--- src/rtl/baud_pkg.sv ---
// -----------------------------------------------------------------------------
// baud_pkg
// Shared definitions for the fractional baud-rate generator:
//   NB_DIV       divisor width for the default NB_INT/NB_FRAC split
//   DIV_INT_MIN  smallest integer part a divisor may carry once applied
//   ld_state_e   divisor-load handshake states
//   clogb2()     ceil(log2(n)), minimum 1, for counter widths
//   def_div()    reset-time divisor in int.frac fixed point
// -----------------------------------------------------------------------------
package baud_pkg;

  localparam int NB_INT_DEF  = 12;
  localparam int NB_FRAC_DEF = 8;
  localparam int NB_DIV      = NB_INT_DEF + NB_FRAC_DEF;
  localparam int DIV_INT_MIN = 2;

  typedef enum logic [1:0] {
    LD_IDLE = 2'd0,  // ready for a new divisor
    LD_PEND = 2'd1,  // shadow holds a divisor waiting for a period boundary
    LD_DONE = 2'd2   // divisor just applied, ready returns next cycle
  } ld_state_e;

  function automatic int clogb2(input int n);
    int r;
    r = 1;
    for (int i = 1; i < 31; i++) begin
      if ((1 << i) < n) r = i + 1;
    end
    return r;
  endfunction

  // With the fraction compiled in the ratio is truncated to NB_FRAC bits;
  // without it the ratio is rounded to the nearest integer and the fraction
  // field is left at zero.
  function automatic longint unsigned def_div(input longint unsigned clk_freq,
                                              input longint unsigned baud,
                                              input longint unsigned os,
                                              input longint unsigned nb_frac,
                                              input bit              frac_en);
    longint unsigned den;
    den = baud * os;
    if (frac_en) return (clk_freq << nb_frac) / den;
    else         return ((clk_freq + den / 2) / den) << nb_frac;
  endfunction

endpackage

--- src/rtl/frac_tick_div.sv ---
// -----------------------------------------------------------------------------
// frac_tick_div
// Period counter plus fractional accumulator producing the oversampling tick.
// Period P = i_div_int + carry, where carry is the carry-out of the
// accumulator update made at the previous tick.
// Configuration macro: BAUD_GEN_FRAC_EN (accumulator present when defined;
// otherwise carry is 0 and i_div_frac is unused).
// Ports:
//   i_clk, i_reset_n   clock, asynchronous active-low reset
//   i_enable           run; when low counter/accumulator are held at 0
//   i_sync             restart the period counter (accumulator kept)
//   i_div_int          integer part of the active divisor (already clamped)
//   i_div_frac         fractional part of the active divisor
//   o_tick_due         combinational: o_tick will be set at this edge
//   o_tick             registered one-cycle tick
// -----------------------------------------------------------------------------
module frac_tick_div
  import baud_pkg::*;
#(
  parameter int NB_INT  = 12,
  parameter int NB_FRAC = 8
) (
  input  logic               i_clk,
  input  logic               i_reset_n,
  input  logic               i_enable,
  input  logic               i_sync,
  input  logic [NB_INT-1:0]  i_div_int,
  input  logic [NB_FRAC-1:0] i_div_frac,
  output logic               o_tick_due,
  output logic               o_tick
);

  logic [NB_INT-1:0] cnt;
  logic              carry;
  logic [NB_INT:0]   p_m1;

  // One extra bit so DIV_INT = 2^NB_INT-1 plus a carry still compares cleanly.
  assign p_m1 = ({1'b0, i_div_int} + (NB_INT+1)'(carry)) - (NB_INT+1)'(1);

  // A sync in the same cycle wins over a tick that is due.
  assign o_tick_due = i_enable && !i_sync && ({1'b0, cnt} == p_m1);

  always_ff @(posedge i_clk or negedge i_reset_n) begin
    if (!i_reset_n) begin
      cnt    <= '0;
      o_tick <= 1'b0;
    end else if (!i_enable || i_sync) begin
      cnt    <= '0;
      o_tick <= 1'b0;
    end else if (o_tick_due) begin
      cnt    <= '0;
      o_tick <= 1'b1;
    end else begin
      cnt    <= cnt + NB_INT'(1);
      o_tick <= 1'b0;
    end
  end

`ifdef BAUD_GEN_FRAC_EN
  logic [NB_FRAC-1:0] acc;
  logic [NB_FRAC:0]   acc_sum;

  assign acc_sum = {1'b0, acc} + {1'b0, i_div_frac};

  // The carry is registered so it stretches the period that starts after
  // the tick, never the one in progress.
  always_ff @(posedge i_clk or negedge i_reset_n) begin
    if (!i_reset_n) begin
      acc   <= '0;
      carry <= 1'b0;
    end else if (!i_enable) begin
      acc   <= '0;
      carry <= 1'b0;
    end else if (o_tick_due) begin
      acc   <= acc_sum[NB_FRAC-1:0];
      carry <= acc_sum[NB_FRAC];
    end
  end
`else
  logic unused_frac;
  assign unused_frac = ^i_div_frac;
  assign carry       = 1'b0;
`endif

endmodule

--- src/rtl/baud_gen_frac.sv ---
// -----------------------------------------------------------------------------
// baud_gen_frac
// Programmable fractional baud-rate generator. Emits an oversampling tick
// (o_tick) and a bit tick (o_bit_tick, every OVERSAMPLING-th o_tick) from a
// runtime-loadable int.frac divisor.
// Configuration macro: BAUD_GEN_FRAC_EN -- defined: fractional accumulator
// present; undefined: P = DIV_INT, fraction bits ignored/read as 0, and the
// reset divisor is rounded to an integer.
// Ports:
//   i_clk, i_reset_n   clock, asynchronous active-low reset
//   i_enable           run the generator
//   i_sync             restart period counter and bit phase
//   i_div/i_div_valid  divisor offer; o_div_ready accepts it
//   o_div              divisor currently in use (clamped)
//   o_tick, o_bit_tick registered one-cycle ticks
//
// Divisor handshake: a transfer happens on a rising edge where i_div_valid
// and o_div_ready are both high. o_div_ready is low from the cycle after the
// transfer until the cycle after the new divisor becomes active (at the next
// tick, or on the next cycle while disabled); i_div_valid without ready has
// no effect.
// -----------------------------------------------------------------------------
module baud_gen_frac
  import baud_pkg::*;
#(
  parameter int CLK_FREQ     = 50_000_000,
  parameter int BAUD_RATE    = 19200,
  parameter int OVERSAMPLING = 16,   // must be >= 2
  parameter int NB_INT       = 12,
  parameter int NB_FRAC      = 8
) (
  input  logic                      i_clk,
  input  logic                      i_reset_n,
  input  logic                      i_enable,
  input  logic                      i_sync,
  input  logic [NB_INT+NB_FRAC-1:0] i_div,
  input  logic                      i_div_valid,
  output logic                      o_div_ready,
  output logic [NB_INT+NB_FRAC-1:0] o_div,
  output logic                      o_tick,
  output logic                      o_bit_tick
);

  localparam int W     = NB_INT + NB_FRAC;
  localparam int NB_PH = clogb2(OVERSAMPLING);

`ifdef BAUD_GEN_FRAC_EN
  localparam bit FRAC_EN = 1'b1;
`else
  localparam bit FRAC_EN = 1'b0;
`endif

  localparam logic [W-1:0] DEF_DIV =
    W'(def_div(64'(CLK_FREQ), 64'(BAUD_RATE), 64'(OVERSAMPLING),
               64'(NB_FRAC), FRAC_EN));

  ld_state_e        ld_state;
  logic [W-1:0]     shadow;
  logic [W-1:0]     active;
  logic [NB_PH-1:0] phase;
  logic             tick_due;

  // Clamp the integer part and, without the fraction hardware, drop the
  // fraction so o_div reflects exactly what the counter uses.
  function automatic logic [W-1:0] apply_div(input logic [W-1:0] d);
    logic [NB_INT-1:0]  di;
    logic [NB_FRAC-1:0] df;
    di = d[W-1:NB_FRAC];
    df = d[NB_FRAC-1:0];
    if (di < NB_INT'(DIV_INT_MIN)) di = NB_INT'(DIV_INT_MIN);
    if (!FRAC_EN) df = '0;
    return {di, df};
  endfunction

  frac_tick_div #(
    .NB_INT  (NB_INT),
    .NB_FRAC (NB_FRAC)
  ) u_tick_div (
    .i_clk      (i_clk),
    .i_reset_n  (i_reset_n),
    .i_enable   (i_enable),
    .i_sync     (i_sync),
    .i_div_int  (active[W-1:NB_FRAC]),
    .i_div_frac (active[NB_FRAC-1:0]),
    .o_tick_due (tick_due),
    .o_tick     (o_tick)
  );

  // Load FSM. Swapping the divisor only at the edge that raises o_tick means
  // the period in progress always finishes with the old value.
  always_ff @(posedge i_clk or negedge i_reset_n) begin
    if (!i_reset_n) begin
      ld_state    <= LD_IDLE;
      o_div_ready <= 1'b1;
      shadow      <= '0;
      active      <= DEF_DIV;
    end else begin
      case (ld_state)
        LD_IDLE: begin
          if (i_div_valid && o_div_ready) begin
            shadow      <= i_div;
            o_div_ready <= 1'b0;
            ld_state    <= LD_PEND;
          end
        end
        LD_PEND: begin
          if (tick_due || !i_enable) begin
            active   <= apply_div(shadow);
            ld_state <= LD_DONE;
          end
        end
        LD_DONE: begin
          o_div_ready <= 1'b1;
          ld_state    <= LD_IDLE;
        end
        default: begin
          o_div_ready <= 1'b1;
          ld_state    <= LD_IDLE;
        end
      endcase
    end
  end

  // Bit phase advances with each tick; the wrapping tick carries o_bit_tick.
  always_ff @(posedge i_clk or negedge i_reset_n) begin
    if (!i_reset_n) begin
      phase      <= '0;
      o_bit_tick <= 1'b0;
    end else if (!i_enable || i_sync) begin
      phase      <= '0;
      o_bit_tick <= 1'b0;
    end else if (tick_due) begin
      if (phase == NB_PH'(OVERSAMPLING - 1)) begin
        phase      <= '0;
        o_bit_tick <= 1'b1;
      end else begin
        phase      <= phase + NB_PH'(1);
        o_bit_tick <= 1'b0;
      end
    end else begin
      o_bit_tick <= 1'b0;
    end
  end

  assign o_div = active;

endmodule

--- config.mk ---
export PLATFORM = sky130hd
export DESIGN_NAME = baud_gen_frac
export DESIGN_NICKNAME = d
export VERILOG_FILES = /design/src/rtl/baud_pkg.sv /design/src/rtl/frac_tick_div.sv /design/src/rtl/baud_gen_frac.sv
export SDC_FILE = /design/constraint.sdc
export NUM_CORES = 1
export LEC_CHECK = 0
export BUFFER_PORTS_ARGS = -buffer_cell sky130_fd_sc_hd__buf_2
export CAP_MARGIN = 20
export CORE_ASPECT_RATIO = 1.5
export CORE_MARGIN = 5
export CORE_UTILIZATION = 40
export DETAILED_ROUTE_END_ITERATION = 7
export GPL_TIMING_DRIVEN = 0
export PLACE_DENSITY_LB_ADDON = 0.12
export SYNTH_ARGS = -nofsm -noshare
export SYNTH_HDL_FRONTEND = slang
export SYNTH_SLANG_ARGS = --single-unit
export TNS_END_PERCENT = 30
--- constraint.sdc ---
create_clock -name i_clk -period 7.8 [get_ports i_clk]
set_input_delay 1.56 -clock i_clk [delete_from_list [all_inputs] [get_ports i_clk]]
set_output_delay 1.56 -clock i_clk [all_outputs]
set_load 0.1 [all_outputs]
==> results of run 1 <==
[worst min-delay path: cells and delay by family (launching register included)]
family / cells / cell delay, ns
AND/OR/NAND/NOR: 2 / 0.12
flip-flops: 1 / 0.38
[power breakdown]
part           switching, µW  total, µW  internal [µW]
combinational            436        623            187
clock                   81.6        145           63.2
sequential              73.3        381            308
[flip-flops by register name, indices dropped and copies added (netlist names)]
signal	flops
o_div	12
shadow	12
u_tick_div.cnt	12
phase	4
ld_state	2
o_bit_tick	1
o_div_ready	1
u_tick_div.o_tick	1
[metrics by stage]
stage	instances	worst slack, ns	hold slack, ns
after floorplan	331	4.70	0.481
after global placement	460	4.61	0.486
after detailed placement	460	4.59	0.486
after CTS	468	4.63	0.501
after global routing	469	4.48	0.525
final	469	4.59	0.501
[cells by family after synthesis]
logic type / after synthesis / synth area share
other: 1 / 0.00127
AO/OA/AOI/OAI: 62 / 0.144
multiplexers: 14 / 0.0529
buffers and inverters: 40 / 0.0803
AND/OR/NAND/NOR: 138 / 0.264
XOR/XNOR: 21 / 0.0622
flip-flops: 45 / 0.383
adder cells (fa/ha/maj): 3 / 0.0127
[cells in the final DEF (no fill, tap or decap), types with 11 or more instances in the layout]
| master | count |
|---|---|
| nand2b_1 | 12 |
| nand3_1 | 25 |
| buf_2 | 31 |
| nor3b_1 | 13 |
| xor2_1 | 11 |
| o21ai_0 | 16 |
| a21oi_1 | 13 |
| mux2_2 | 13 |
| dfrtp_1 | 40 |
| clkbuf_1 | 13 |
| nor3_1 | 21 |
| nand2_1 | 24 |
[metal layers]
metal	global-route usage	routed length (µm)	vias to the layer above
met1	0.190	3000	1202
li1	-	-	1243
met3	0.0251	201	7
met2	0.330	4100	36
met5	0	0	-
met4	0.0474	69	0
[worst min path at each step]
stage,slack [ns],endpoint,startpoint
final,0.50,o_div_ready$_DFFE_PN1P_,o_div_ready$_DFFE_PN1P_
after CTS,0.50,o_div_ready$_DFFE_PN1P_,o_div_ready$_DFFE_PN1P_
after global placement,0.49,o_div_ready$_DFFE_PN1P_,o_div_ready$_DFFE_PN1P_
after floorplan,0.48,shadow[8]$_DFFE_PN0P_,shadow[8]$_DFFE_PN0P_
after detailed placement,0.49,o_div_ready$_DFFE_PN1P_,o_div_ready$_DFFE_PN1P_
after global routing,0.53,o_div_ready$_DFFE_PN1P_,o_div_ready$_DFFE_PN1P_
[area by class of cell]
type | count | area [µm²] | share of cell area
clock buffer | 6 | 72.6 | 0.0216
buffer | 33 | 211 | 0.0629
tap | 100 | 125 | 0.0372
inverter | 7 | 26.3 | 0.00781
sequential | 45 | 1130 | 0.337
multi-input combinational | 246 | 1620 | 0.480
clock inverter | 2 | 15.0 | 0.00446
timing repair buffer | 30 | 165 | 0.0491
==> metrics.md, run 1 <==
| Metric | Value |
|---|---|
| Slowest stage delay, CP | 0.65 ns |
| Worst Hold Class | reg2reg |
| Period Utilization, post-route | 0.412 |
| Util after Layout | 0.465 |
| CP Capture Point | o_div[15]$_DFFE_PN1P_ |
| Most numerous cell in the Yosys netlist | dfrtp_1 |
| Initial antenna violation count | 0 |
| CTS tree | yes |
| Register area share after synthesis | 0.383 |
| Port-buffer cells | 29 |
| Die height | 115 µm |
| Starting density of the core | 0.409 |
| Worst-Skew Late Latency | 0.30 ns |
| Layout area overhead | 13.7% |
| CTS Root Buffer Type | clkbuf_8 |
| WP data required | 8.01 ns |
| Cell variety after synth | 58 |
| RR Startpoint | o_div[8]$_DFFE_PN1P_ |
| Fmax | 311 MHz |
| Synth Flop Type | dfrtp_1 |
| Leading post-synthesis cells by instance count | 40 x dfrtp_1, 25 x nand3_1, 24 x nand2_1, 21 x nor3_1, 16 x o21ai_0 |
| Final hold violations | 0 |
| PostCTS Resize Cnt | 0 |
| DR iter-0 viols | 157 |
| H-tree levels | 2 |
| RSZ-0062 raised after global routing | false |
| Row cnt | 38 |
| Worst path slowest cell | nor4_1 |
| Netlist Area Pre-Place | 2960 µm² |
| Number of inserted diodes | 0 |
| Startpoint Class | flip-flop |
| Largest net degree at the start of global routing | 46 |
| First-pass GRT wire length | 12.4 mm |
| WS Path Type | reg2reg |
| Area share of the largest cell type after synthesis | 0.338 |
| Clk pin slew, worst setup/hold paths | 0.09 ns |
| Clock buffer depth | 2 |
| RD Place Congestion | 0.845 |
| GRT Util Overall | 0.171 |
| Setup TNS | 0 ns |
| DR pass1 iterations | 4 |
| Max-cap viol count | 0 |
| Post-synth top area cell | dfrtp_1 |
| Nets | 396 |
| P_leak | 0.00133 µW |
| Final setup viols | 0 |
| Routed Antenna Nets | 0 |
| CP Data Arrival Time | 3.43 ns |
| Setup Buffers After CTS | 0 |
| Avg Inst Size Synth | 9.13 µm² |
| Worst-margin pin slew | 0.716 ns |
| Crit path buffers/inverters | 2 |
| Vias in the first global route | 2,545 |
| Hold Buf Count CTS | 0 |
| Maximum fanout along the worst path | 10 |
| R2R cell count | 8 |
| Peak ir drop on the vdd network | 0.184 mV |
| Post-synth ARST share | 1.00 |
| Vias per inst | 5.30 |
| PnR Total Power | 1150 µW |
| Grt ovf | 0 |
| Ports | 48 |
| Total wire length | 7.37 mm |
| Hpwl dp | 5.54 mm |
| Placed inst area | 3260 µm² |
| Post-synthesis register bit count | 45 |
| Design area | 3360 µm² |
| Status | complete, no violations |
| Slew Limit Fails | 0 |
| Routed WL per cell | 15.7 µm |
| Worst setup EP type | flip-flop |
| Stages on the worst setup path | 8 |
| Core Area | 7230 µm² |
| Die Span X | 80.2 µm |
| CP cell instances | inv_1, ha_1, or4b_1, nor4_1, o2111a_1, buf_1, nand3_1, o211ai_1 |
| CP Launch Point | o_div[8]$_DFFE_PN1P_ |
| R2R setup slack | 4.59 ns |
| Number of synthesized flops with an enable pin | 0 |
| Layout Skew | 0.00893 ns |
| Reg2reg end | o_div[15]$_DFFE_PN1P_ |
| # DRC | 0 |
| Vias | 2,488 |
| Pwr Density | 342 nW/µm² |
| Worst slew margin | 0.518 |
| Die area | 9250 µm² |
| WHS Path Cells | 2 |
| # clock sinks | 45 |
| Layout cell share with drive strength beyond 1 | 0.220 |
| CTS buffer count | 5 |
| Final min period | 3.21 ns |
| Post-Syn Instances | 324 |
| Critical path's top delay family | simple AND/OR/NAND/NOR gates |
| Syn. warnings | 0 |
| Synth top area cells | dfrtp_1 34%, mux2_2 4.9%, dfstp_2 4.4% |
| Fill cells | 753 |
(Power assumes the default switching activity.)
==> run 2: changes to the inputs <==
- ABC_AREA: not set -> 1
- clock period: 7.8 -> 2.8 ns (I/O delays scaled with it)
==> run 2 against run 1 <==
Against the previous run: cell count decreased by 3.6%; utilization increased by 0.28 points; critical endpoint is now o_div[18]$_DFFE_PN0P_; clock power increased to 3.5 times the previous value; wire length decreased by 31%; global-route usage decreased by 3.2 points; sequential share of layout area increased by 3.9 points.
==> metrics.md, run 2 <==
| Metric | Value |
|---|---|
| RR Startpoint | o_div[8]$_DFFE_PN1P_ (unchanged) |
| Worst Hold Class | in2async (was reg2reg) |
| Critical path's top delay family | simple AND/OR/NAND/NOR gates (unchanged) |
| Post-synth ARST share | 1.00 (unchanged) |
| # DRC | 0 (unchanged) |
| Startpoint Class | flip-flop (unchanged) |
| Cell mode on critical path | nand2_1 |
| PostCTS Resize Cnt | 0 (unchanged) |
| Slowest stage delay, CP | 0.60 ns (was 0.65 ns) |
| Cell variety after synth | 33 (was 58) |
| Layout Skew | 0.00672 ns (was 0.00893 ns) |
| Non-Filler Instances | 452 (was 469) |
| DR iter-0 viols | 54 (was 157) |
| Register area share after synthesis | 0.435 (was 0.383) |
| Slew Limit Fails | 0 (unchanged) |
| Dpl cells | 443 (was 460) |
| Initial antenna violation count | 0 (unchanged) |
| Layout area overhead | 15.9% (was 13.7%) |
| Hpwl dp | 4.00 mm (was 5.54 mm) |
| Most frequent cells in the layout | 119 x nand2_1, 40 x dfrtp_1, 31 x buf_2 (was 40 x dfrtp_1, 31 x buf_2, 25 x nand3_1) |
| Area share of the largest cell type after synthesis | 0.385 (was 0.338) |
| Fmax | 413 MHz (was 311 MHz) |
| Clk pin slew, worst setup/hold paths | 0.08 ns (was 0.09 ns) |
| Grt ovf | 0 (unchanged) |
| Worst-Skew Late Latency | 0.30 ns (about the same) |
| Peak ir drop on the vdd network | 0.480 mV (was 0.184 mV) |
| Vias in the first global route | 1,941 (was 2,545) |
| Commonest non-fill, non-tap cell in the layout | nand2_1 (was dfrtp_1) |
| Status | complete, no violations (unchanged) |
| R2R setup slack | 0.38 ns (was 4.59 ns) |
| Max-cap viol count | 0 (unchanged) |
| Routed WL per cell | 11.2 µm (was 15.7 µm) |
| CTS buffer count | 5 (unchanged) |
| CP Data Arrival Time | 2.62 ns (was 3.43 ns) |
| Worst-margin pin slew | 0.558 ns (was 0.716 ns) |
| Nets | 403 (was 396) |
| Die area | 8250 µm² (was 9250 µm²) |
| Final min period | 2.42 ns (was 3.21 ns) |
| RD Place Congestion | 0.840 (was 0.845) |
| Post-synth top area cell | dfrtp_1 (unchanged) |
| Die height | 109 µm (was 115 µm) |
| Hold Slack | 0.0690 ns (was 0.501 ns) |
| Post-synthesis register bit count | 45 (unchanged) |
| Syn. warnings | 0 (unchanged) |
| Vias | 1,984 (was 2,488) |
| Worst setup EP type | flip-flop (unchanged) |
| Setup Buffers After CTS | 0 (unchanged) |
| Starting density of the core | 0.404 (was 0.409) |
| Post-Syn Instances | 329 (was 324) |
| Layout cell share with drive strength beyond 1 | 0.231 (was 0.220) |
| WP data required | 3.00 ns (was 8.01 ns) |
| CP cell instances | inv_2, ha_1, inv_1, nand2_1, nand3b_1, nand2_1, nor2_1, nand2_1, inv_1, nand2_1, nor2_2, nand3_2, nand2_4, nand2_4, buf_6, nand2_1, nand2_1 (was inv_1, ha_1, or4b_1, nor4_1, o2111a_1, buf_1, nand3_1, o211ai_1) |
| CP Launch Point | o_div[8]$_DFFE_PN1P_ (unchanged) |
| GRT Util Overall | 0.139 (was 0.171) |
| Worst slew margin | 0.625 (was 0.518) |
| Avg Inst Size Synth | 7.91 µm² (was 9.13 µm²) |
| Final setup viols | 0 (unchanged) |
| PnR Total Power | 3150 µW (was 1150 µW) |
| Hold Buf Count CTS | 0 (unchanged) |
| Pwr Density | 1040 nW/µm² (was 342 nW/µm²) |
| Synth Flop Type | dfrtp_1 (unchanged) |
| Reg2reg end | o_div[18]$_DFFE_PN0P_ (was o_div[15]$_DFFE_PN1P_) |
| Maximum fanout along the worst path | 10 (unchanged) |
| Port-buffer cells | 31 (was 29) |
| Worst path slowest cell | dfstp_2 (was nor4_1) |
| Largest net degree at the start of global routing | 46 (unchanged) |
| Total wire length | 5.07 mm (was 7.37 mm) |
| Synth top area cells | dfrtp_1 38%, nand2_1 17%, nor2_4 5.2% (was dfrtp_1 34%, mux2_2 4.9%, dfstp_2 4.4%) |
| Crit path buffers/inverters | 4 (was 2) |
| P_leak | 0.00159 µW (was 0.00133 µW) |
| H-tree levels | 2 (unchanged) |
| Leading post-synthesis cells by instance count | 119 x nand2_1, 40 x dfrtp_1, 29 x inv_1, 28 x nor2_1, 23 x nand3_1 (was 40 x dfrtp_1, 25 x nand3_1, 24 x nand2_1, 21 x nor3_1, 16 x o21ai_0) |
| Row cnt | 36 (was 38) |
| Ports | 48 (unchanged) |
| Number of inserted diodes | 0 (unchanged) |
| Most numerous cell in the Yosys netlist | nand2_1 (was dfrtp_1) |
| Vias per inst | 4.39 (was 5.30) |
| RSZ-0062 raised after global routing | false (unchanged) |
| WS Path Type | reg2reg (unchanged) |
| Netlist Area Pre-Place | 2600 µm² (was 2960 µm²) |
| Die Span X | 75.9 µm (was 80.2 µm) |
| Routed Antenna Nets | 0 (unchanged) |
| Core Area | 6440 µm² (was 7230 µm²) |
| Setup TNS | 0 ns (unchanged) |
| CTS tree | yes (unchanged) |
| # clock sinks | 45 (unchanged) |
| Final hold violations | 0 (unchanged) |
| Number of synthesized flops with an enable pin | 0 (unchanged) |
| Clock buffer depth | 2 (unchanged) |
| CTS Root Buffer Type | clkbuf_8 (unchanged) |
| First-pass GRT wire length | 8.67 mm (was 12.4 mm) |
| DR pass1 iterations | 4 (unchanged) |
| Period Utilization, post-route | 0.865 (was 0.412) |
| R2R cell count | 17 (was 8) |
run 2: final cells by class:
cell class                 count  area, µm²
buffer                        14        114
inverter                      34        130
clock inverter                 1       30.0
timing repair buffer          32        175
sequential                    45       1130
tap                           76       95.1
clock buffer                   7       86.3
multi-input combinational    243       1250
fill                         686       3430
run 2: report_power, final:
part | switching (µW) | internal [µW]
clock network | 213 | 291
registers | 194 | 844
logic | 1210 | 395
run 2: layer usage:
layer	up-vias	track usage	wire [µm]	part of all wire
met1	857	0.169	2150	0.42
met3	14	0.0249	191	0.038
met4	0	0.0700	164	0.032
met2	32	0.229	2570	0.51
li1	1081	-	-	-
met5	-	0	0	0
run 2: worst register-to-register path, delay by kind of cell, from the launching register on:
family | cells | cell delay [ns]
flops | 1 | 0.60
simple gates | 12 | 1.13
buf+inv | 4 | 0.33
fa+ha+maj | 1 | 0.27
run 2: cell families after synthesis:
group	count (synthesis)	share of synthesized area
XOR/XNOR	18	0.0606
AO/OA/AOI/OAI	8	0.0154
buffers and inverters	48	0.0937
other	1	0.00144
AND/OR/NAND/NOR	206	0.379
adder cells (fa/ha/maj)	3	0.0144
flip-flops	45	0.435
run 2: worst max path at each step:
stage	endpoint	slack, ns	cells after the start
floorplan	o_div[14]$_DFFE_PN0P_	0.37	17
global placement	o_div[19]$_DFFE_PN0P_	0.43	17
detailed placement	o_div[18]$_DFFE_PN0P_	0.40	17
CTS	o_div[18]$_DFFE_PN0P_	0.37	17
global route	o_div[18]$_DFFE_PN0P_	0.21	17
finish	o_div[18]$_DFFE_PN0P_	0.38	17
run 2: through the flow:
step                      worst slack [ns]  utilization  area (µm²)
after floorplan                      0.366            -        2630
after global placement               0.431        0.447        2880
after detailed placement             0.397        0.447        2880
after CTS                            0.370        0.465        3000
after global routing                 0.214        0.468        3020
final                                0.378        0.468        3020
==> run 3: changes to the inputs <==
- CELL_PAD_IN_SITES_DETAIL_PLACEMENT: not set -> 1
- CELL_PAD_IN_SITES_GLOBAL_PLACEMENT: not set -> 1
- CORE_UTILIZATION: 40 -> 37
- clock period: 2.8 -> 1.95 ns (I/O delays scaled with it)
==> run 3 against run 2 <==
Against the previous run: the flow now finishes with violations (setup timing); via count is 8.9% higher; wire length is 18% higher; critical path depth stayed put; fmax is 6.1% higher; count of clock-buffer cells in the layout is 1 lower; utilization is 0.26 points higher; combinational power is 60% higher; register-to-register slack worse by 0.71 ns; critical path type unchanged; highest routed layer unchanged.
==> metrics.md, run 3 (synthesis gave the netlist of run 2 again) <==
| Metric | Value |
|---|---|
| Setup TNS | -8.68 ns (was 0 ns) |
| Layout cell share with drive strength beyond 1 | 0.321 (was 0.231) |
| Worst-Skew Late Latency | 0.30 ns (about the same) |
| Clk pin slew, worst setup/hold paths | 0.09 ns (was 0.08 ns) |
| Failing checks | setup timing |
| Hpwl dp | 4.59 mm (was 4.00 mm) |
| CP Data Arrival Time | 2.48 ns (was 2.62 ns) |
| Clk pwr share | 0.120 (was 0.160) |
| Util after Layout | 0.471 (was 0.468) |
| CTS tree | yes (unchanged) |
| Seq pwr share | 0.325 (was 0.330) |
| Max-cap viol count | 0 (unchanged) |
| Non-Filler Instances | 468 (was 452) |
| Clock buffer depth | 2 (unchanged) |
| Ports | 48 (unchanged) |
| Worst-margin pin slew | 0.560 ns (was 0.558 ns) |
| Core Area | 6850 µm² (was 6440 µm²) |
| Final setup viols | 32 (was 0) |
| H-tree levels | 2 (unchanged) |
| Nets | 417 (was 403) |
| Die area | 8850 µm² (was 8250 µm²) |
| # DRC | 0 (unchanged) |
| DR iter-0 viols | 22 (was 54) |
| Internal Power | 2180 µW (was 1530 µW) |
| Die Span X | 78.5 µm (was 75.9 µm) |
| RSZ-0062 raised after global routing | true (was false) |
| Die height | 113 µm (was 109 µm) |
| Vias | 2,161 (was 1,984) |
| RD Place Congestion | 0.774 (was 0.840) |
| Vias per inst | 4.62 (was 4.39) |
| Fmax | 438 MHz (was 413 MHz) |
| Starting density of the core | 0.380 (was 0.404) |
| Startpoint Class | flip-flop (unchanged) |
| CTS buffer count | 5 (unchanged) |
| Final hold violations | 0 (unchanged) |
| Commonest non-fill, non-tap cell in the layout | nand2_1 (unchanged) |
| DR pass1 iterations | 4 (unchanged) |
| Worst setup EP type | flip-flop (unchanged) |
| Largest net degree at the start of global routing | 46 (unchanged) |
| WS Path Type | reg2reg (unchanged) |
| Period Utilization, post-route | 1.17 (was 0.865) |
| CTS Root Buffer Type | clkbuf_8 (unchanged) |
| # clock sinks | 45 (unchanged) |
| Design area | 3230 µm² (was 3020 µm²) |
| Sw Ratio | 0.531 (was 0.514) |
| Peak ir drop on the vdd network | 0.784 mV (was 0.480 mV) |
| Worst slew margin | 0.624 (was 0.625) |
| Maximum fanout along the worst path | 5 (was 10) |
| Final setup margin | -0.333 ns (was 0.378 ns) |
| Slew Limit Fails | 0 (unchanged) |
| Initial antenna violation count | 0 (unchanged) |
| Final min period | 2.28 ns (was 2.42 ns) |
| Pwr Density | 1440 nW/µm² (was 1040 nW/µm²) |
| Row cnt | 37 (was 36) |
| Total wire length | 6.01 mm (was 5.07 mm) |
| Most frequent cells in the layout | 105 x nand2_1, 36 x dfrtp_1, 31 x buf_2 (was 119 x nand2_1, 40 x dfrtp_1, 31 x buf_2) |
| Comb pwr share | 0.554 (was 0.510) |
| Number of inserted diodes | 0 (unchanged) |
| Routed Antenna Nets | 0 (unchanged) |
| GRT Util Overall | 0.145 (was 0.139) |
| Grt ovf | 0 (unchanged) |
| Placed inst area | 2910 µm² (was 2880 µm²) |
| First-pass GRT wire length | 10.3 mm (was 8.67 mm) |
| Layout Skew | 0.00900 ns (was 0.00672 ns) |
| Dpl cells | 445 (was 443) |
| P_leak | 0.00166 µW (was 0.00159 µW) |
| Port-buffer cells | 31 (unchanged) |
| Worst Hold Class | in2reg (was in2async) |
| NetSw | 2470 µW (was 1620 µW) |
| WP data required | 2.15 ns (was 3.00 ns) |
| Status | finished, violations left (was complete, no violations) |
| Layout area overhead | 23.9% (was 15.9%) |
| Routed WL per cell | 12.8 µm (was 11.2 µm) |
| Hold Slack | 0.291 ns (was 0.0690 ns) |
| Vias in the first global route | 2,303 (was 1,941) |
==> run 3: cell count changes in the layout (fill, tap and decap cells not counted), moves of 4 or more <==
cell     previous run  this run
dfrtp_1            40        36
nand2_1           119       105
nand2_2             3        16
buf_4               8        18
dfrtp_2             0         4
==> run 3: repair_timing <==
action | 4_1_cts | 5_1_grt
endpoints found under the setup margin | 32 | 32
pin swaps | 5 | 12
setup buffers | 6 | 5
hold endpoints to repair | 0 | 3
cloned | 1 | 1
hold buffers | 0 | 1
gates resized for setup | 10 | 18
==> run 3: critical path: stages (launching register included) <==
cell	delay, ns
dfstp_4	0.64
inv_4	0.04
ha_4	0.23
inv_2	0.04
nand2_1	0.04
nand2_1	0.06
nand2_1	0.06
nor2_2	0.14
nand2_2	0.09
nor2_4	0.09
nand2_2	0.07
nor2_4	0.14
nand3_4	0.09
nand2_4	0.12
nand2_4	0.08
buf_6	0.14
nand2_1	0.06
nand2_1	0.05
==> run 3: through the flow <==
step,setup WS (ns),power (µW)
3_5_place_dp,-0.488,3960
6_report,-0.333,4660
2_1_floorplan,-0.317,3450
5_1_grt,-0.497,5000
4_1_cts,-0.378,4620
3_3_place_gp,-0.469,3890
==> run 3: final timing paths <==
check / start / to / slack [ns] / cells after the start
hold reg to reg: shadow[8]$_DFFE_PN0P_ / shadow[8]$_DFFE_PN0P_ / 0.48 / 2
hold / removal: i_div[8] / shadow[8]$_DFFE_PN0P_ / 0.29 / 3
min in group asynchronous: i_reset_n / shadow[9]$_DFFE_PN0P_ / 0.44 / 2
setup / recovery: o_div[9]$_DFFE_PN1P_ / o_div[19]$_DFFE_PN0P_ / -0.33 / 17
max in group asynchronous: i_reset_n / o_div[13]$_DFFE_PN1P_ / 1.01 / 3
setup reg to reg: o_div[9]$_DFFE_PN1P_ / o_div[19]$_DFFE_PN0P_ / -0.33 / 17
==> run 3: cell type report <==
type	instances	area, µm²
timing repair buffer	46	317
inverter	34	140
buffer	14	114
clock inverter	2	10.0
fill	837	3630
tap	78	97.6
clock buffer	6	72.6
multi-input combinational	243	1330
sequential	45	1140
==> run 3: layer usage <==
layer	GRT usage	wire (µm)	vias up
met4	0.0560	113	0
met2	0.288	3440	27
met3	0.0151	96	7
li1	-	-	1103
met1	0.152	2360	1024
met5	0	0	-
==> run 3: power by group through the flow <==
stage / combinational (µW) / clock [µW] / sequential, µW
4_1_cts: 2520 / 584 / 1520
5_1_grt: 2820 / 621 / 1560
6_report: 2580 / 561 / 1510
2_1_floorplan: 1180 / 0 / 2280
3_3_place_gp: 2360 / 0 / 1530
3_5_place_dp: 2410 / 0 / 1540
